<file path="config.mk">
export PLATFORM = sky130hd
export DESIGN_NAME = hazard_forward_ctrl
export DESIGN_NICKNAME = d
export VERILOG_FILES = /design/src/rtl/hazard_forward_ctrl.sv
export SDC_FILE = /design/constraint.sdc
export NUM_CORES = 1
export LEC_CHECK = 0
export BUFFER_PORTS_ARGS = -buffer_cell sky130_fd_sc_hd__buf_2
export CAP_MARGIN = 10
export CORE_MARGIN = 8
export CORE_UTILIZATION = 48
export DETAILED_ROUTE_END_ITERATION = 8
export PLACE_DENSITY = 0.72
export SKIP_CTS_REPAIR_TIMING = 1
export SYNTH_ARGS = -nofsm -noshare
export SYNTH_HDL_FRONTEND = slang
export SYNTH_SLANG_ARGS = --single-unit
</file>
<file path="constraint.sdc">
create_clock -name clk_i -period 1.8 [get_ports clk_i]
set_clock_uncertainty 0.15 [all_clocks]
set_input_delay 0.18 -clock clk_i [delete_from_list [all_inputs] [get_ports clk_i]]
set_output_delay 0.18 -clock clk_i [all_outputs]
set_load 0.02 [all_outputs]
</file>
<file path="src/rtl/hazard_forward_ctrl.sv">
// hazard_forward_ctrl
// Forwarding and hazard control for a classic 5-stage pipeline. The block keeps
// its own shadow copies of the ID/EX, EX/MEM and MEM/WB register-index fields.
// From these copies and the ID-stage inputs it derives the operand-forward
// selects and the stall/flush controls.
//
// Ports
//   clk_i               clock, rising edge
//   rst_i               asynchronous reset, active low
//   id_rs_i/id_rt_i     source register indices of the instruction in ID
//   id_rd_i             final destination index of the ID instruction
//   id_regwrite_i       ID instruction writes the register file
//   id_memread_i        ID instruction is a load
//   id_use_rs_i/_rt_i   ID instruction actually reads rs / rt
//   ex_branch_taken_i   branch in EX resolved taken this cycle
//   fwd_a_o/fwd_b_o     EX operand mux selects: 00 regfile, 01 EX/MEM, 10 MEM/WB
//   pc_write_o          PC update enable
//   ifid_write_o        IF/ID register enable
//   bubble_o            zero ID/EX control this cycle
//   flush_o             zero IF/ID and ID/EX this cycle
//   stall_cnt_o         saturating count of load-use stall cycles (registered)
//
// All outputs other than stall_cnt_o are combinational. They depend only on the
// shadow state and the current inputs, so they take effect in the same cycle.
module hazard_forward_ctrl (
    input  logic       clk_i,
    input  logic       rst_i,
    input  logic [4:0] id_rs_i,
    input  logic [4:0] id_rt_i,
    input  logic [4:0] id_rd_i,
    input  logic       id_regwrite_i,
    input  logic       id_memread_i,
    input  logic       id_use_rs_i,
    input  logic       id_use_rt_i,
    input  logic       ex_branch_taken_i,
    output logic [1:0] fwd_a_o,
    output logic [1:0] fwd_b_o,
    output logic       pc_write_o,
    output logic       ifid_write_o,
    output logic       bubble_o,
    output logic       flush_o,
    output logic [7:0] stall_cnt_o
);

    localparam int unsigned REG_IDX_W = 5;
    localparam int unsigned SEL_W     = 2;
    localparam int unsigned CNT_W     = 8;

    localparam logic [SEL_W-1:0]     FWD_RF  = 2'b00;
    localparam logic [SEL_W-1:0]     FWD_MEM = 2'b01;
    localparam logic [SEL_W-1:0]     FWD_WB  = 2'b10;
    localparam logic [REG_IDX_W-1:0] REG_ZERO = '0;
    localparam logic [CNT_W-1:0]     CNT_MAX  = '1;

    // Shadow of the ID/EX fields that hazard detection needs
    typedef struct packed {
        logic [REG_IDX_W-1:0] rs;
        logic [REG_IDX_W-1:0] rt;
        logic [REG_IDX_W-1:0] rd;
        logic                 regwrite;
        logic                 memread;
    } ex_stage_t;

    // Shadow of a write-back-capable later stage
    typedef struct packed {
        logic [REG_IDX_W-1:0] rd;
        logic                 regwrite;
    } wr_stage_t;

    ex_stage_t        ex_q,  ex_d;
    wr_stage_t        mem_q, mem_d;
    wr_stage_t        wb_q,  wb_d;
    logic [CNT_W-1:0] stall_cnt_q, stall_cnt_d;

    logic load_use_c;

    // Operand forward select; the EX/MEM stage is checked first so the newest value wins
    function automatic logic [SEL_W-1:0] fwd_sel(
        input logic [REG_IDX_W-1:0] src,
        input wr_stage_t            mem_s,
        input wr_stage_t            wb_s
    );
        logic [SEL_W-1:0] sel;
        sel = FWD_RF;
        if (mem_s.regwrite && (mem_s.rd != REG_ZERO) && (mem_s.rd == src)) begin
            sel = FWD_MEM;
        end else if (wb_s.regwrite && (wb_s.rd != REG_ZERO) && (wb_s.rd == src)) begin
            sel = FWD_WB;
        end
        return sel;
    endfunction

    // Load in EX whose destination is read by the instruction in ID
    always_comb begin
        load_use_c = 1'b0;
        if (ex_q.memread && (ex_q.rd != REG_ZERO)) begin
            load_use_c = (id_use_rs_i && (id_rs_i == ex_q.rd)) ||
                         (id_use_rt_i && (id_rt_i == ex_q.rd));
        end
    end

    // Forwarding selects; reset clears the shadows, so these read 00 in reset
    always_comb begin
        fwd_a_o = fwd_sel(ex_q.rs, mem_q, wb_q);
        fwd_b_o = fwd_sel(ex_q.rt, mem_q, wb_q);
    end

    // Pipeline control: reset overrides everything, then taken branch, then load-use
    always_comb begin
        pc_write_o   = 1'b1;
        ifid_write_o = 1'b1;
        bubble_o     = 1'b0;
        flush_o      = 1'b0;
        if (!rst_i) begin
            pc_write_o   = 1'b1;
        end else if (ex_branch_taken_i) begin
            flush_o      = 1'b1;
        end else if (load_use_c) begin
            pc_write_o   = 1'b0;
            ifid_write_o = 1'b0;
            bubble_o     = 1'b1;
        end
    end

    // Shadow pipeline advance; a bubble or flush inserts an all-zero EX entry
    always_comb begin
        ex_d  = '0;
        mem_d = '0;
        wb_d  = '0;
        if (!(bubble_o || flush_o)) begin
            ex_d.rs       = id_rs_i;
            ex_d.rt       = id_rt_i;
            ex_d.rd       = id_rd_i;
            ex_d.regwrite = id_regwrite_i;
            ex_d.memread  = id_memread_i;
        end
        mem_d.rd       = ex_q.rd;
        mem_d.regwrite = ex_q.regwrite;
        wb_d           = mem_q;
    end

    // Saturating stall counter
    always_comb begin
        stall_cnt_d = stall_cnt_q;
        if (bubble_o && (stall_cnt_q != CNT_MAX)) begin
            stall_cnt_d = stall_cnt_q + CNT_W'(1);
        end
    end

    always_ff @(posedge clk_i or negedge rst_i) begin
        if (!rst_i) begin
            ex_q        <= '0;
            mem_q       <= '0;
            wb_q        <= '0;
            stall_cnt_q <= '0;
        end else begin
            ex_q        <= ex_d;
            mem_q       <= mem_d;
            wb_q        <= wb_d;
            stall_cnt_q <= stall_cnt_d;
        end
    end

    assign stall_cnt_o = stall_cnt_q;

endmodule

</file>
==> results of run 1 <==
[cell type report]
cell class	count	area [µm²]	share of cell area, %
well taps	46	57.6	2.25
repair buffers	78	601	23.5
multi-input cells	97	908	35.5
flip-flops and latches	37	931	36.4
inverters	2	7.51	0.293
clock buffers	7	55.1	2.15
[state kept, by name (all words and copies together), names as in the netlist]
| name | flops |
|---|---|
| stall_cnt_o | 8 |
| ex_q | 17 |
| mem_q | 6 |
| wb_q | 6 |
[worst paths after layout]
kind / from / end / slack, ps / cells after the start
min reg2reg: ex_q[1]$_DFF_PN0_ / mem_q[0]$_DFF_PN0_ / 210 / 0
max: ex_q[13]$_DFF_PN0_ / fwd_a_o[1] / -440 / 4
min: rst_i / stall_cnt_o[0]$_DFFE_PN0P_ / 60 / 2
max in group asynchronous: rst_i / ex_q[4]$_DFF_PN0_ / 910 / 3
max reg2reg: ex_q[6]$_DFF_PN0_ / stall_cnt_o[1]$_DFFE_PN0P_ / -240 / 8
min in group clk_i: ex_q[1]$_DFF_PN0_ / mem_q[0]$_DFF_PN0_ / 210 / 0
[cells in the mapped netlist]
master / number
dfrtp_1: 37
xnor2_1: 22
xor2_1: 14
and2_1: 10
and2_4: 8
nand2_1: 7
nand3_1: 7
nor2_1: 4
or4_1: 4
nand4_1: 3
inv_1: 2
nor4_1: 2
nor4_2: 2
o21ai_1: 2
a211oi_4: 1
a21oi_4: 1
a31oi_1: 1
a41oi_1: 1
and3_1: 1
buf_4: 1
buf_6: 1
ha_1: 1
mux2_4: 1
nand2_4: 1
nand3b_1: 1
nor3_2: 1
o22ai_4: 1
o31a_4: 1
[through the flow]
stage | instance area, µm² | power (mW) | TNS, ps | cells | utilization [%]
final | 2560 | 1.72 | -4980 | 267 | 75.5
after detailed placement | 2100 | 1.21 | -192 | 232 | 62.0
after floorplan | 1770 | 1.10 | -42.8 | 138 | -
after global routing | 2560 | 1.80 | -6840 | 267 | 75.5
after global placement | 2100 | 1.20 | -122 | 232 | 62.0
after CTS | 2160 | 1.64 | -2530 | 239 | 63.6
[metal layers]
layer  wire (µm)  part of all wire (%)
met5           0                     0
met2        2250                    53
met3         205                   4.9
met1        1680                    40
met4          80                   1.9
[where the power goes]
group | switching [mW] | internal (mW) | leakage [nW]
combinational | 0.157 | 0.199 | 0.693
clock | 0.247 | 0.184 | 0.0314
sequential | 0.0489 | 0.880 | 0.463
total | 0.453 | 1.26 | 1.19
[logic make-up (layout without fill, tap and decap cells)]
group	Yosys count	after routing
buffers and inverters	4	87
XOR/XNOR	36	36
flip-flops	37	37
AND/OR/NAND/NOR	51	51
adder cells (fa/ha/maj)	1	1
AO/OA/AOI/OAI	8	8
multiplexers	1	1
==> summary.md, run 1 <==
| Metric | Value |
|---|---|
| Slowest CP cell | or4_4 |
| Mapped Nets | between 150 and 200 |
| Final Hold Vio Count | 0 |
| Top post-synthesis cells by area | dfrtp_1 54%, xnor2_1 11%, xor2_1 7.1% |
| Failing checks | negative setup slack |
| GP Congestion | slightly above 0.8 |
| Post-synthesis simple-gate area fraction | 19.2% |
| CP endpoint kind | primary output |
| Worst Hold Class | in -> async |
| Maximum number of pins on one net before global-route repair | 23 |
| DR vias | approximately 1300 |
| Core Footprint | approximately 0.0034 mm² |
| Pre-CTS WS | -97.7 ps |
| Setup CP Type | reg -> out |
| Vias in the first global route | approximately 1300 |
| Adder-cell share of the synthesized area | less than 1% |
| Initial Util | between 50 and 60% |
| Synth top area share | a little over half |
| First-pass GRT wire length | 6120 µm |
| GRT Residual Overflow | 0 |
| Post-synthesis compound-gate area fraction | roughly 5.7% |
| Final WL | between 4000 and 5000 µm |
| GR Util met3 | approximately 5.9% |
| CTS Sinks | 37 |
| Cell breakdown of the critical path | xor2_1 > or4_4 > nor4_4 > buf_4 |
| Worst setup margin | -443 ps |
| GRT Util Overall | 13.2% |
| Final period utilization | 125% |
| Vias/cell | between 4 and 5 |
| RSZ-0062 raised after global routing | yes |
| Layout Nets | 244 |
| Die area | about 0.0058 mm² |
| Post-Syn Area | 0.00172 mm² |
| CP delay by family, top | simple AND/OR/NAND/NOR gates |
| Synth cell types | 28 |
| Fill cells | 216 |
| Wire length per cell | between 15 and 20 µm |
| Max FO, Critical Path | 2 |
| CTS max path bufs | 2 |
| Actual slew at the worst max-slew pin | 382 ps |
| Drt first pass iters | 4 |
| Total CTS buffers | 5 |
| Min Tclk post-route | around 2200 ps |
| Most common cell after layout, fill and taps aside | dfrtp_1 |
| Crit path largest cell delay | 550 ps |
| Ys Warns | 0 |
| # setup viols final | 31 |
| Met2 Track Usage GR | about a fifth |
| Latest clock arrival within the worst-skew pair | ~330 ps |
| GRT Max-Usage Layer | met2 |
| Worst hold slack | between 60 and 70 ps |
| I/O pin cnt | 38 |
| Power density cells | ~670 mW/mm² |
| Synthesis-stage register bit count | 37 |
| Clk root buf | clkbuf_4 |
| CTS tree | built |
| Post-synthesis sequential area ratio | a little over half |
| WP buf/inv | 1 |
| Initial antenna violation count | 0 |
| IO buf count | 37 |
| Peak VDD IR | about 0.48 mV |
| # rows | 21 |
| Synth Area in XOR/XNOR | a little under a fifth |
| Clk slew on worst S/H paths | roughly 100 ps |
| Post-DP HPWL | roughly 2900 µm |
| Max transition margin | 74.3% |
| Global routing usage on met1 | approximately 14% |
| Mapped Cells | 138 |
| Vert. Die Dim | 75.9 µm |
| Post-synthesis mux area share | 0.871% |
| Most frequent cells in the layout | 33 x dfrtp_1, 31 x buf_2, 21 x buf_4 |
| Die W | 75.9 µm |
| Largest family of logic cells by synthesized area | simple AND/OR/NAND/NOR gates |
| Fraction of layout cells with a size suffix above 1 | approximately half |
| N_diodes | 0 |
| DR DRC count | 0 |
| Post-Syn Area per Cell | about 12 µm² |
| Dominant cell type by area after synthesis | dfrtp_1 |
| Htree depth | 2 |
| Max Cap Violations | 0 |
| Max Slew Vio Count | 0 |
| Layout Area Growth over Synthesis | 48.5% |
| Required @ worst endpoint | 1470 ps |
| Outcome | finished with violations |
| Initial drt markers | 44 |
| Worst path arrival time | about 1900 ps |
| F_max | around 450 MHz |
| CP Launch Type | flop |
| Post-route ant nets | 0 |
| Pleak | between 1 and 1.5 nW |
Power figures use the tool's default switching activity.
==> run 2: changes to the inputs <==
==> constraint.sdc (replaced) <==
create_clock -name clk_i -period 1.8 [get_ports clk_i]
set_clock_uncertainty 0.15 [all_clocks]
set_input_delay 0 -clock clk_i [delete_from_list [all_inputs] [get_ports clk_i]]
set_output_delay 0 -clock clk_i [all_outputs]
set_load 0.02 [all_outputs]
==> summary.md, run 2 (synthesis gave the netlist of run 1 again) <==
| Metric | Value |
|---|---|
| Required @ worst endpoint | 1650 ps |
| DR vias | about 1300 |
| Dpl cells | approximately 230 |
| Htree depth | 2 |
| Max Slew Vio Count | 0 |
| Max FFs per register | 17 |
| Maximum number of pins on one net before global-route repair | 26 |
| Initial drt markers | 20 |
| Final WL | 4210 µm |
| Final Total Pwr | around 1.7 mW |
| Drt first pass iters | 4 |
| GRT Residual Overflow | 0 |
| Most frequent cells in the layout | 32 x dfrtp_1, 30 x buf_2, 18 x dlygate4sd3_1 |
| N_diodes | 0 |
| CTS Sinks | 37 |
| F_max | 485 MHz |
| Setup CP Type | reg -> out |
| Post-route ant nets | 0 |
| Final period utilization | 114% |
| Vias in the first global route | around 1300 |
| Post-DP HPWL | between 2000 and 3000 µm |
| Reg2Reg Setup Slack | -30 ps |
| Total CTS buffers | 5 |
| Initial antenna violation count | 0 |
| Clk root buf | clkbuf_4 |
| Vias/cell | approximately 5.0 |
| Worst Reg-to-Reg Cells | 6 |
| Crit path launch | wb_q[5]$_DFF_PN0_ |
| Die W | approximately 76 µm |
| Vert. Die Dim | about 76 µm |
| Pleak | between 1 and 1.5 nW |
| I/O pin cnt | 38 |
| End of the worst register-to-register path | stall_cnt_o[1]$_DFFE_PN0P_ |
| Peak VDD IR | 0.516 mV |
| Fraction of layout cells with a size suffix above 1 | 45.8% |
| Worst setup margin | -260 ps |
| Final instance count without filler cells | 262 |
| Int Pwr | ~1.2 mW |
| Sw Ratio | about 28% |
| Min Tclk post-route | 2060 ps |
| Sequential power share | approximately 55% |
| Most flop-heavy register | ex_q |
| Max transition margin | slightly below 80% |
| RSZ-0062 raised after global routing | yes |
| Initial Util | between 50% and 60% |
| Clk pwr share | between 20% and 30% |
| Worst Hold Class | in -> async |
| IO buf count | 37 |
| Cell breakdown of the critical path | or4_1 > o21ai_1 > or4_4 > nor4_2 > buf_4 |
| Max Cap Violations | 0 |
| CTS max path bufs | 2 |
| Actual slew at the worst max-slew pin | ~340 ps |
| NetSw | approximately 480 µW |
| Wire length per cell | 16.0 µm |
| Max FO, Critical Path | 3 |
| Worst path arrival time | 1910 ps |
| Die area | between 0.005 and 0.006 mm² |
| DR DRC count | 0 |
| Power density cells | 673 mW/mm² |
| # setup viols final | 8 |
| GRT Util Overall | between 10% and 20% |
| Comb pwr share | between 20% and 30% |
| Crit path capture | fwd_a_o[1] |
| # rows | 21 |
| Crit path largest cell delay | 550 ps |
| CP endpoint kind | primary output |
| Fin util | roughly 74% |
| Final Hold Vio Count | 9 |
| GP Congestion | 0.843 |
| First-pass GRT wire length | just over 6000 µm |
| Core Footprint | around 0.0034 mm² |
| Reg2reg start | ex_q[3]$_DFF_PN0_ |
| CP Launch Type | flop |
| Failing checks | negative hold slack, negative setup slack |
| Clk slew on worst S/H paths | 110 ps |
| Post-route design area | about 0.0025 mm² |
| Cell Area, Placed | roughly 0.0020 mm² |
| Worst hold slack | -9.66 ps |
| Latest clock arrival within the worst-skew pair | around 340 ps |
| Layout Area Growth over Synthesis | 45.7% |
| Outcome | finished with violations |
| Most common cell after layout, fill and taps aside | dfrtp_1 |
| CTS tree | built |
| Slowest CP cell | or4_4 |
| Layout Nets | ~240 |
==> run 2: area by class of cell <==
| class | instances | area [µm²] |
|---|---|---|
| inverter | 2 | 7.51 |
| clock buffer | 6 | 41.3 |
| sequential | 37 | 932 |
| fill | 229 | 877 |
| tap | 46 | 57.6 |
| timing repair buffer | 72 | 558 |
| clock inverter | 2 | 10.0 |
| multi-input combinational | 97 | 906 |
==> run 2: stage by stage <==
stage | setup WS [ps] | TNS [ps]
CTS | -375 | -1460
finish | -260 | -842
global route | -391 | -2190
floorplan | -5.36 | -10.7
detailed placement | 7.01 | 0
global placement | 72.9 | 0
==> run 2: how the worst min path moves through the flow <==
| stage | startpoint | to | cells past startpoint |
|---|---|---|---|
| final | rst_i | ex_q[0]$_DFF_PN0_ | 3 |
| after CTS | rst_i | ex_q[0]$_DFF_PN0_ | 2 |
| after global placement | rst_i | ex_q[3]$_DFF_PN0_ | 2 |
| after detailed placement | rst_i | ex_q[3]$_DFF_PN0_ | 2 |
| after floorplan | rst_i | ex_q[0]$_DFF_PN0_ | 0 |
| after global routing | rst_i | ex_q[3]$_DFF_PN0_ | 3 |
==> run 2: layer usage <==
metal	GRT usage, %	share of wire [%]
met5	0	0
met3	3.77	3.6
met4	7.65	2.7
met2	21.7	54
met1	14.4	40
==> run 2: power groups by stage <==
stage | Clock, mW | Combinational [mW] | Sequential, mW
after detailed placement | 0 | 0.240 | 0.943
after floorplan | 0 | 0.139 | 0.943
after CTS | 0.424 | 0.241 | 0.926
after global placement | 0 | 0.232 | 0.940
final | 0.420 | 0.338 | 0.933
after global routing | 0.462 | 0.366 | 0.938
==> run 2: critical path: cells and delay by family, from the launching register on <==
| kind | cells | cell delay, ps |
|---|---|---|
| buf+inv | 1 | 180 |
| flops | 1 | 410 |
| compound gates | 1 | 70 |
| simple gates | 3 | 920 |
